`config.mk`:
```
export PLATFORM = sky130hd
export DESIGN_NAME = axi_master_bridge_flat
export DESIGN_NICKNAME = d
export VERILOG_FILES = /design/src/rtl/axi_master_bridge_if.sv /design/src/rtl/axi_master_bridge.sv /design/src/flat_wrapper.sv
export SDC_FILE = /design/constraint.sdc
export NUM_CORES = 1
export LEC_CHECK = 0
export CAP_MARGIN = 0
export CORE_ASPECT_RATIO = 1.4
export CORE_MARGIN = 1
export CORE_UTILIZATION = 25
export CTS_CLUSTER_DIAMETER = 60
export DETAILED_ROUTE_END_ITERATION = 8
export HOLD_SLACK_MARGIN = 0.12
export PLACE_DENSITY = 0.48
export SETUP_SLACK_MARGIN = 0.02
export SYNTH_ARGS = -nofsm -noshare
export SYNTH_HDL_FRONTEND = slang
export SYNTH_SLANG_ARGS = --single-unit
```
`constraint.sdc`:
```
create_clock -name clk -period 7.5 [get_ports clk]
set_clock_uncertainty 0.15 [all_clocks]
set_input_delay 1.5 -clock clk [delete_from_list [all_inputs] [get_ports clk]]
set_output_delay 1.5 -clock clk [all_outputs]
set_load 0.05 [all_outputs]
```
`src/rtl/axi_master_bridge_if.sv`:
```
// AXI4 channel bundle for axi_master_bridge: AW/W/B/AR/R signals with
// master (bridge) and slave (interconnect) views.
interface axi_master_bridge_if #(
  parameter int ADDR_WIDTH = 32,
  parameter int DATA_WIDTH = 32
);
  logic [ADDR_WIDTH+15:0]   aw_payload;
  logic                     awvalid, awready;
  logic [DATA_WIDTH-1:0]    wdata_o;
  logic [DATA_WIDTH/8-1:0]  wstrb;
  logic                     wlast, wvalid, wready;
  logic [1:0]               bresp;
  logic                     bvalid, bready;
  logic [ADDR_WIDTH+15:0]   ar_payload;
  logic                     arvalid, arready;
  logic [DATA_WIDTH-1:0]    rdata_i;
  logic [1:0]               rresp;
  logic                     rlast, rvalid, rready;

  modport master (
    output aw_payload, awvalid, wdata_o, wstrb, wlast, wvalid, bready,
           ar_payload, arvalid, rready,
    input  awready, wready, bresp, bvalid, arready, rdata_i, rresp, rlast, rvalid
  );
  modport slave (
    input  aw_payload, awvalid, wdata_o, wstrb, wlast, wvalid, bready,
           ar_payload, arvalid, rready,
    output awready, wready, bresp, bvalid, arready, rdata_i, rresp, rlast, rvalid
  );
endinterface

```
`src/rtl/axi_master_bridge.sv`:
```
// Beat-level user command port to single-outstanding AXI4 bursts, with write
// buffering and error reporting. Define AXI_MASTER_4K_CHECK_EN to reject 4KB-crossing INCR / bad-length WRAP bursts.
module axi_master_bridge #(
  parameter int ADDR_WIDTH = 32,
  parameter int DATA_WIDTH = 32,
  parameter int WBUF_DEPTH = 4
) (
  input  logic                     clk,
  input  logic                     rstn,
  input  logic                     valid,
  output logic                     ready,
  input  logic [ADDR_WIDTH+16:0]   cmd,
  input  logic [DATA_WIDTH-1:0]    wdata,
  input  logic [DATA_WIDTH/8-1:0]  strb,
  input  logic                     end_trans,
  output logic [DATA_WIDTH-1:0]    rdata,
  output logic                     master_error,
  axi_master_bridge_if.master      axi
);
  localparam int SW    = ADDR_WIDTH + 16;
  localparam int BW    = DATA_WIDTH / 8;
  localparam int MAXSZ = $clog2(BW);
  localparam int PW    = $clog2(WBUF_DEPTH);

  typedef enum logic [2:0] {IDLE, WADDR, WRESP, RADDR, RDATA} state_t;

  state_t                  state_q;
  logic [SW-1:0]           cmd_q;
  logic                    awvalid_q, arvalid_q, bready_q, rready_q;
  logic                    merr_q, rpulse_q, ended_q, err_q;
  logic [DATA_WIDTH-1:0]   rdata_q;
  logic [8:0]              pushed_q, popped_q, rbeat_q;
  logic [PW:0]             wr_ptr_q, rd_ptr_q;
  logic [BW+DATA_WIDTH-1:0] mem_q [WBUF_DEPTH];

  logic       c_wr, reject;
  logic [1:0] c_burst;
  logic [2:0] c_size;
  logic [7:0] c_len;
  logic [8:0] len9;
  logic [PW:0] fill;
  logic       full, empty, usr_beat, pad_beat, push, pop, wvalid;
  logic [BW+DATA_WIDTH-1:0] push_data, head;
  logic       unused;

  assign c_wr    = cmd[SW];
  assign c_burst = cmd[ADDR_WIDTH+11 +: 2];
  assign c_size  = cmd[ADDR_WIDTH+8 +: 3];
  assign c_len   = cmd[ADDR_WIDTH +: 8];
  assign len9    = {1'b0, cmd_q[ADDR_WIDTH +: 8]};
  assign unused  = ^{axi.bresp[0], axi.rresp[0]};

`ifdef AXI_MASTER_4K_CHECK_EN
  logic [16:0] span;
`endif

  always_comb begin
    reject = (c_size > 3'(MAXSZ)) || (c_burst == 2'b11);
`ifdef AXI_MASTER_4K_CHECK_EN
    span = 17'({1'b0, c_len} + 9'd1) << c_size;
    if (c_burst == 2'b01 && ({5'd0, cmd[11:0]} + span) > 17'd4096) reject = 1'b1;
    if (c_burst == 2'b10 && !(c_len inside {8'd1, 8'd3, 8'd7, 8'd15})) reject = 1'b1;
`endif
  end

  // Write buffer: user beats (or zero-strobe pads after an early end_trans) in, W beats out.
  assign fill      = wr_ptr_q - rd_ptr_q;
  assign full      = fill == (PW+1)'(WBUF_DEPTH);
  assign empty     = fill == '0;
  assign usr_beat  = valid && ((state_q == IDLE && c_wr) ||
                     (state_q == WADDR && !ended_q && !full && pushed_q <= len9));
  assign pad_beat  = state_q == WADDR && ended_q && !full && pushed_q <= len9;
  assign push      = (usr_beat && state_q != IDLE) || (usr_beat && !reject) || pad_beat;
  assign push_data = pad_beat ? '0 : {strb, wdata};
  assign wvalid    = state_q == WADDR && !empty;
  assign pop       = wvalid && axi.wready;
  assign head      = mem_q[rd_ptr_q[PW-1:0]];

  always_ff @(posedge clk) begin
    if (push) mem_q[wr_ptr_q[PW-1:0]] <= push_data;
  end

  assign ready          = (rstn && usr_beat) || rpulse_q;
  assign rdata          = rdata_q;
  assign master_error   = merr_q;
  assign axi.aw_payload = cmd_q;
  assign axi.ar_payload = cmd_q;
  assign axi.awvalid    = awvalid_q;
  assign axi.arvalid    = arvalid_q;
  assign axi.bready     = bready_q;
  assign axi.rready     = rready_q;
  assign axi.wvalid     = wvalid;
  assign axi.wdata_o    = wvalid ? head[DATA_WIDTH-1:0] : '0;
  assign axi.wstrb      = wvalid ? head[DATA_WIDTH +: BW] : '0;
  assign axi.wlast      = wvalid && popped_q == len9;

  always_ff @(posedge clk or negedge rstn) begin
    if (!rstn) begin
      state_q   <= IDLE;
      cmd_q     <= '0;
      awvalid_q <= 1'b0;
      arvalid_q <= 1'b0;
      bready_q  <= 1'b0;
      rready_q  <= 1'b0;
      merr_q    <= 1'b0;
      rpulse_q  <= 1'b0;
      ended_q   <= 1'b0;
      err_q     <= 1'b0;
      rdata_q   <= '0;
      pushed_q  <= '0;
      popped_q  <= '0;
      rbeat_q   <= '0;
      wr_ptr_q  <= '0;
      rd_ptr_q  <= '0;
    end else begin
      merr_q   <= 1'b0;
      rpulse_q <= 1'b0;
      if (push) wr_ptr_q <= wr_ptr_q + 1'b1;
      if (pop)  rd_ptr_q <= rd_ptr_q + 1'b1;
      if (awvalid_q && axi.awready) awvalid_q <= 1'b0;
      case (state_q)
        IDLE: if (valid) begin
          cmd_q    <= cmd[SW-1:0];
          pushed_q <= '0;
          popped_q <= '0;
          rbeat_q  <= '0;
          ended_q  <= 1'b0;
          err_q    <= 1'b0;
          if (reject) merr_q <= 1'b1;
          else if (c_wr) begin
            state_q   <= WADDR;
            awvalid_q <= 1'b1;
            pushed_q  <= 9'd1;
            ended_q   <= end_trans && c_len != 8'd0;
            err_q     <= !end_trans && c_len == 8'd0;
          end else begin
            state_q   <= RADDR;
            arvalid_q <= 1'b1;
          end
        end
        WADDR: begin
          if (usr_beat) begin
            pushed_q <= pushed_q + 1'b1;
            if (pushed_q == len9) begin
              if (!end_trans) err_q <= 1'b1;
            end else if (end_trans) ended_q <= 1'b1;
          end
          if (pad_beat) pushed_q <= pushed_q + 1'b1;
          if (pop) begin
            popped_q <= popped_q + 1'b1;
            if (popped_q == len9) begin
              state_q  <= WRESP;
              bready_q <= 1'b1;
            end
          end
        end
        WRESP: if (axi.bvalid) begin
          bready_q <= 1'b0;
          state_q  <= IDLE;
          merr_q   <= err_q | axi.bresp[1];
        end
        RADDR: if (axi.arready) begin
          arvalid_q <= 1'b0;
          rready_q  <= 1'b1;
          state_q   <= RDATA;
        end
        RDATA: if (axi.rvalid) begin
          rdata_q  <= axi.rdata_i;
          rpulse_q <= 1'b1;
          rbeat_q  <= rbeat_q + 1'b1;
          if (rbeat_q == len9) begin
            state_q  <= IDLE;
            rready_q <= 1'b0;
            merr_q   <= err_q | axi.rresp[1] | !axi.rlast;
          end else begin
            err_q <= err_q | axi.rresp[1] | axi.rlast;
          end
        end
        default: state_q <= IDLE;
      endcase
    end
  end
endmodule

```
`src/flat_wrapper.sv`:
```
// flat-port wrapper written by rule: the top's interface ports become plain ports
module axi_master_bridge_flat 
#(
  parameter int ADDR_WIDTH = 32,
  parameter int DATA_WIDTH = 32,
  parameter int WBUF_DEPTH = 4
)
  (clk, rstn, valid, ready, cmd, wdata, strb, end_trans, rdata, master_error, axi_aw_payload, axi_awvalid, axi_wdata_o, axi_wstrb, axi_wlast, axi_wvalid, axi_bready, axi_ar_payload, axi_arvalid, axi_rready, axi_awready, axi_wready, axi_bresp, axi_bvalid, axi_arready, axi_rdata_i, axi_rresp, axi_rlast, axi_rvalid);
  axi_master_bridge_if #(.ADDR_WIDTH(ADDR_WIDTH), .DATA_WIDTH(DATA_WIDTH)) axi_i ();
  input  logic clk;
  input  logic rstn;
  input  logic valid;
  output logic ready;
  input  logic [ADDR_WIDTH+16:0] cmd;
  input  logic [DATA_WIDTH-1:0] wdata;
  input  logic [DATA_WIDTH/8-1:0] strb;
  input  logic end_trans;
  output logic [DATA_WIDTH-1:0] rdata;
  output logic master_error;
  output wire logic [$bits(axi_i.aw_payload)-1:0] axi_aw_payload;
  output wire logic [$bits(axi_i.awvalid)-1:0] axi_awvalid;
  output wire logic [$bits(axi_i.wdata_o)-1:0] axi_wdata_o;
  output wire logic [$bits(axi_i.wstrb)-1:0] axi_wstrb;
  output wire logic [$bits(axi_i.wlast)-1:0] axi_wlast;
  output wire logic [$bits(axi_i.wvalid)-1:0] axi_wvalid;
  output wire logic [$bits(axi_i.bready)-1:0] axi_bready;
  output wire logic [$bits(axi_i.ar_payload)-1:0] axi_ar_payload;
  output wire logic [$bits(axi_i.arvalid)-1:0] axi_arvalid;
  output wire logic [$bits(axi_i.rready)-1:0] axi_rready;
  input wire logic [$bits(axi_i.awready)-1:0] axi_awready;
  input wire logic [$bits(axi_i.wready)-1:0] axi_wready;
  input wire logic [$bits(axi_i.bresp)-1:0] axi_bresp;
  input wire logic [$bits(axi_i.bvalid)-1:0] axi_bvalid;
  input wire logic [$bits(axi_i.arready)-1:0] axi_arready;
  input wire logic [$bits(axi_i.rdata_i)-1:0] axi_rdata_i;
  input wire logic [$bits(axi_i.rresp)-1:0] axi_rresp;
  input wire logic [$bits(axi_i.rlast)-1:0] axi_rlast;
  input wire logic [$bits(axi_i.rvalid)-1:0] axi_rvalid;
  assign axi_aw_payload = axi_i.aw_payload;
  assign axi_awvalid = axi_i.awvalid;
  assign axi_wdata_o = axi_i.wdata_o;
  assign axi_wstrb = axi_i.wstrb;
  assign axi_wlast = axi_i.wlast;
  assign axi_wvalid = axi_i.wvalid;
  assign axi_bready = axi_i.bready;
  assign axi_ar_payload = axi_i.ar_payload;
  assign axi_arvalid = axi_i.arvalid;
  assign axi_rready = axi_i.rready;
  assign axi_i.awready = axi_awready;
  assign axi_i.wready = axi_wready;
  assign axi_i.bresp = axi_bresp;
  assign axi_i.bvalid = axi_bvalid;
  assign axi_i.arready = axi_arready;
  assign axi_i.rdata_i = axi_rdata_i;
  assign axi_i.rresp = axi_rresp;
  assign axi_i.rlast = axi_rlast;
  assign axi_i.rvalid = axi_rvalid;
  axi_master_bridge #(.ADDR_WIDTH(ADDR_WIDTH), .DATA_WIDTH(DATA_WIDTH), .WBUF_DEPTH(WBUF_DEPTH)) u_core (.clk(clk), .rstn(rstn), .valid(valid), .ready(ready), .cmd(cmd), .wdata(wdata), .strb(strb), .end_trans(end_trans), .rdata(rdata), .master_error(master_error), .axi(axi_i));
endmodule
```
==> results.md <==
- Overflow after GRT: 0
- Element type at the critical path start: register
- Flip-flop and latch count after synthesis: 268
- Wire length of the first global-routing pass: 48.91 mm
- Maximum number of pins on one net before global-route repair: 54
- MaxCap Viol Count: 0
- Worst setup slack after layout: 1856 ps
- Leakage power of the design: around 6.4 nW
- Dpl hpwl: 22.21 mm
- Final period utilization: 75.25%
- Detailed-route vias per instance: 4.347
- Internal portion of total power: approximately 4.4 mW
- Class of the most critical hold timing path: register to register
- Count of nets left with antenna violations after detail routing: 0
- Worst Path Arrival: 3990 ps
- Clk slew on worst S/H paths: 60 ps
- Share of flip-flops with an asynchronous set or reset after synthesis: between 40% and 50%
- Number of vias in the routed layout: 8,146
- TritonCTS clock tree: built
- Clock sinks: 268
- Standard cell core area: 46,930 um^2
- Max stage delay on crit path: 880 ps
- Number of buffers inserted by port buffering: 300
- Synthesized area divided by synthesized cell count: 12.33 um^2
- Hold_buf cts: 0
- Routability cong.: 0.7569
- Fill cell instance count of the final layout: 4,648
- Total setup violations reported at the end of the flow: 0
- Post-Synthesis Net Count: 1,113
- Die Area: 48,430 um^2
- Post-CTS Setup Repair Bufs: 0
- DRC errors left: 0
- Worst slew margin: 21.89%
- DRT Pass-1 Iters: 4
- Number of diodes: 0
- Count of cell types in the netlist: between 60 and 70
- Net Switching: roughly 3.7 mW
- Type of destination of the critical path: primary output
- Clock latency on the worst-skew pair: 520 ps
- Final Power: 8.050 mW
- Synth Instances: 964
- Yosys warnings: 0
- Final critical delay including setup and external delays: 5644 ps
- Pwr dens: 490.7 nW/um^2
- Total Neg Setup Slack: 0 ps
- Initial antenna violation count: 0
- Global Route Usage Sum: between 10% and 20%
- Non-filler cells in the finished layout: 1,874
- Outcome: finished, final reports clean
- Clock network fraction of design power: 19.7%
- Critical path peak fanout: 38
- Fraction of layout instances using a drive strength above 1: about 10%
- CP required: between 5000 and 6000 ps
- Cells resized by post-CTS repair: 0
- Sw Share: 45.81%
- Cell Chain, Critical Path: buf_4, inv_1, ha_1, nor2b_1, xnor2_1, o21ai_4, and2b_1, clkdlybuf4s50_1
- Vertical extent of the die: 260 um
- Part of the total power dissipated in combinational logic: 51.6%
- Worst R2R Setup Slack: 3700 ps
- Final Net Count: roughly 1.4k
- Top-level port count: between 300 and 400
- Top_reg_cell synth: sky130_fd_sc_hd__edfxtp_1
- Drt total wl: around 33 mm
- Cts bufs inserted: 34
- Area Growth Syn to Fin: 38.01%
- Register share of total power: 28.7%
- Timing-limited maximum frequency: 0.1772 GHz
- Core Rows: between 90 and 100
- Worst IR Drop VDD: approximately 0.00027 V
- Max H-tree Level: 2
- Netlist area before placement: 11,890 um^2
- DRC marker count from the first detailed-route iteration: 286
- Critical path's slowest cell: sky130_fd_sc_hd__o21ai_4
- Vias in the first global route: roughly 8.4k
- CTS Buffer Depth: 3
- Worst slew pin tran: 1164 ps
- Count of placed standard cells including taps: 1,815
- CTS Root Buffer Type: sky130_fd_sc_hd__clkbuf_16
- Core Util, Final: 34.96%
- Setup repair after global routing missed its margin: false
- Seq/Total Area, Yosys: 62.48%
- Initial Util: between 20 and 30%
- Post-DR wirelength/cell: around 17 um
- Number of flops mapped to enable cells by yosys: 144
- Startpoint-to-endpoint class of the critical path: register to primary output
- Die width: around 190 um
- Setup slack at placement: 2095 ps
- Final Max Slew Viols: 0
- Fin. Hold Viols: 0
==> area by class of cell <==
class                      count  area (um^2)  area share (%)
timing repair buffer         318         3136           19.11
clock inverter                18        190.2           1.159
tap                          624        780.7           4.759
multi-input combinational    586         3900           23.77
clock buffer                  41        897.1           5.469
sequential                   268         7430           45.29
inverter                      19        71.32          0.4347
==> kinds of logic (layout without fill, tap and decap cells) <==
| logic type | after synthesis | count (layout) | share of synthesized area (%) |
|---|---|---|---|
| XOR/XNOR | 27 | 27 | 1.990 |
| AND/OR/NAND/NOR | 426 | 426 | 16.92 |
| multiplexers | 45 | 45 | 7.590 |
| adder cells (fa/ha/maj) | 18 | 18 | 1.895 |
| AO/OA/AOI/OAI | 70 | 70 | 4.032 |
| flip-flops | 268 | 268 | 62.48 |
| buffers and inverters | 110 | 396 | 5.095 |
==> final timing paths <==
path / endpoint / start / cells past startpoint
setup reg to reg: u_core.mem_q[3][1] / u_core.rd_ptr_q[1] / 9
setup / recovery: axi_wdata_o[4] / u_core.rd_ptr_q[1] / 8
hold reg to reg: u_core.rdata[7] / u_core.rdata[7] / 2
max in group asynchronous: u_core.rbeat_q[2] / rstn / 3
min in group asynchronous: u_core.ended_q / rstn / 1
hold / removal: u_core.rdata[7] / u_core.rdata[7] / 2
==> per-layer routing <==
layer  vias up  global-route usage, %  share of wire (%)
met1      3975                  14.88                 39
li1       3846                      -                  -
met4         0                  4.577                2.7
met2       277                  24.53                 51
met3        48                  3.053                6.9
met5         -                      0                  0
==> stage by stage <==
stage,cell area [um^2],hold slack [ps]
finish,16400,321.8
global route,16400,346.2
CTS,16400,325.9
detailed placement,15320,311.0
global placement,15320,308.7
floorplan,11890,312.9
==> cells in the final DEF (no fill, tap or decap), types with 6 or more instances in the layout <==
| cell | n |
|---|---|
| sky130_fd_sc_hd__clkdlybuf4s50_1 | 299 |
| sky130_fd_sc_hd__nor2b_1 | 33 |
| sky130_fd_sc_hd__or4_1 | 6 |
| sky130_fd_sc_hd__nor2_1 | 21 |
| sky130_fd_sc_hd__mux4_2 | 36 |
| sky130_fd_sc_hd__a21oi_1 | 11 |
| sky130_fd_sc_hd__clkbuf_16 | 34 |
| sky130_fd_sc_hd__nand4_1 | 14 |
| sky130_fd_sc_hd__nand3_1 | 11 |
| sky130_fd_sc_hd__edfxtp_1 | 144 |
| sky130_fd_sc_hd__ha_1 | 18 |
| sky130_fd_sc_hd__mux2i_1 | 8 |
| sky130_fd_sc_hd__xor2_1 | 6 |
| sky130_fd_sc_hd__o21ai_0 | 19 |
| sky130_fd_sc_hd__dfrtp_1 | 122 |
| sky130_fd_sc_hd__inv_1 | 19 |
| sky130_fd_sc_hd__nand2_1 | 263 |
| sky130_fd_sc_hd__buf_4 | 19 |
| sky130_fd_sc_hd__and2_1 | 37 |
| sky130_fd_sc_hd__nor3_1 | 7 |
| sky130_fd_sc_hd__xnor2_1 | 21 |
==> power groups by stage <==
| stage | clock network, mW | logic, mW | registers (mW) |
|---|---|---|---|
| after global placement | 0 | 4.21 | 2.33 |
| final | 1.59 | 4.15 | 2.31 |
| after floorplan | 0 | 2.23 | 2.99 |
| after CTS | 1.65 | 4.23 | 2.32 |
| after detailed placement | 0 | 4.21 | 2.35 |
| after global routing | 1.70 | 4.45 | 2.36 |
==> registers in the layout, summed over array words and instances (netlist names) <==
signal / count
u_core.rpulse_q: 1
u_core.pushed_q: 9
u_core.axi.awvalid: 1
u_core.wr_ptr_q: 3
u_core.ended_q: 1
u_core.axi.bready: 1
u_core.state_q: 3
u_core.rdata: 32
u_core.axi.rready: 1
u_core.axi.ar_payload: 48
u_core.axi.arvalid: 1
u_core.master_error: 1
u_core.mem_q: 144
u_core.rbeat_q: 9
u_core.rd_ptr_q: 3
u_core.err_q: 1
u_core.popped_q: 9
==> cell usage after synthesis (all sizes together), types with 2 or more instances <==
library cell | number | area share (%)
a211oi | 2 | 0.13
a21o | 2 | 0.13
a21oi | 11 | 0.46
a221oi | 2 | 0.15
a22oi | 2 | 0.13
a311oi | 2 | 0.15
a31oi | 2 | 0.11
and2 | 37 | 1.9
and2b | 5 | 0.32
buf | 63 | 3.6
clkbuf | 28 | 0.88
dfrtp | 124 | 26
edfxtp | 144 | 36
ha | 18 | 1.9
inv | 19 | 0.60
mux2i | 8 | 0.67
mux4 | 36 | 6.8
nand2 | 263 | 8.3
nand2b | 3 | 0.16
nand3 | 11 | 0.46
nand4 | 15 | 0.84
nor2 | 21 | 0.66
nor2b | 37 | 1.9
nor3 | 7 | 0.29
nor3b | 2 | 0.22
nor4b | 4 | 0.42
o2111ai | 2 | 0.15
o211ai | 2 | 0.13
o21a | 3 | 0.19
o21ai | 21 | 0.92
o221ai | 2 | 0.15
o22ai | 3 | 0.16
o31ai | 4 | 0.25
o41ai | 2 | 0.15
or2 | 2 | 0.11
or3 | 5 | 0.26
or4 | 7 | 0.47
xnor2 | 21 | 1.5
xor2 | 6 | 0.44
==> critical path, delay by kind of cell (launching register included) <==
| family | cells | cell delay, ps |
|---|---|---|
| flip-flops | 1 | 330 |
| adder cells (fa/ha/maj) | 1 | 230 |
| AND/OR/NAND/NOR | 2 | 490 |
| buffers and inverters | 3 | 1340 |
| AO/OA/AOI/OAI | 1 | 880 |
| XOR/XNOR | 1 | 190 |
(Power assumes the default switching activity.)
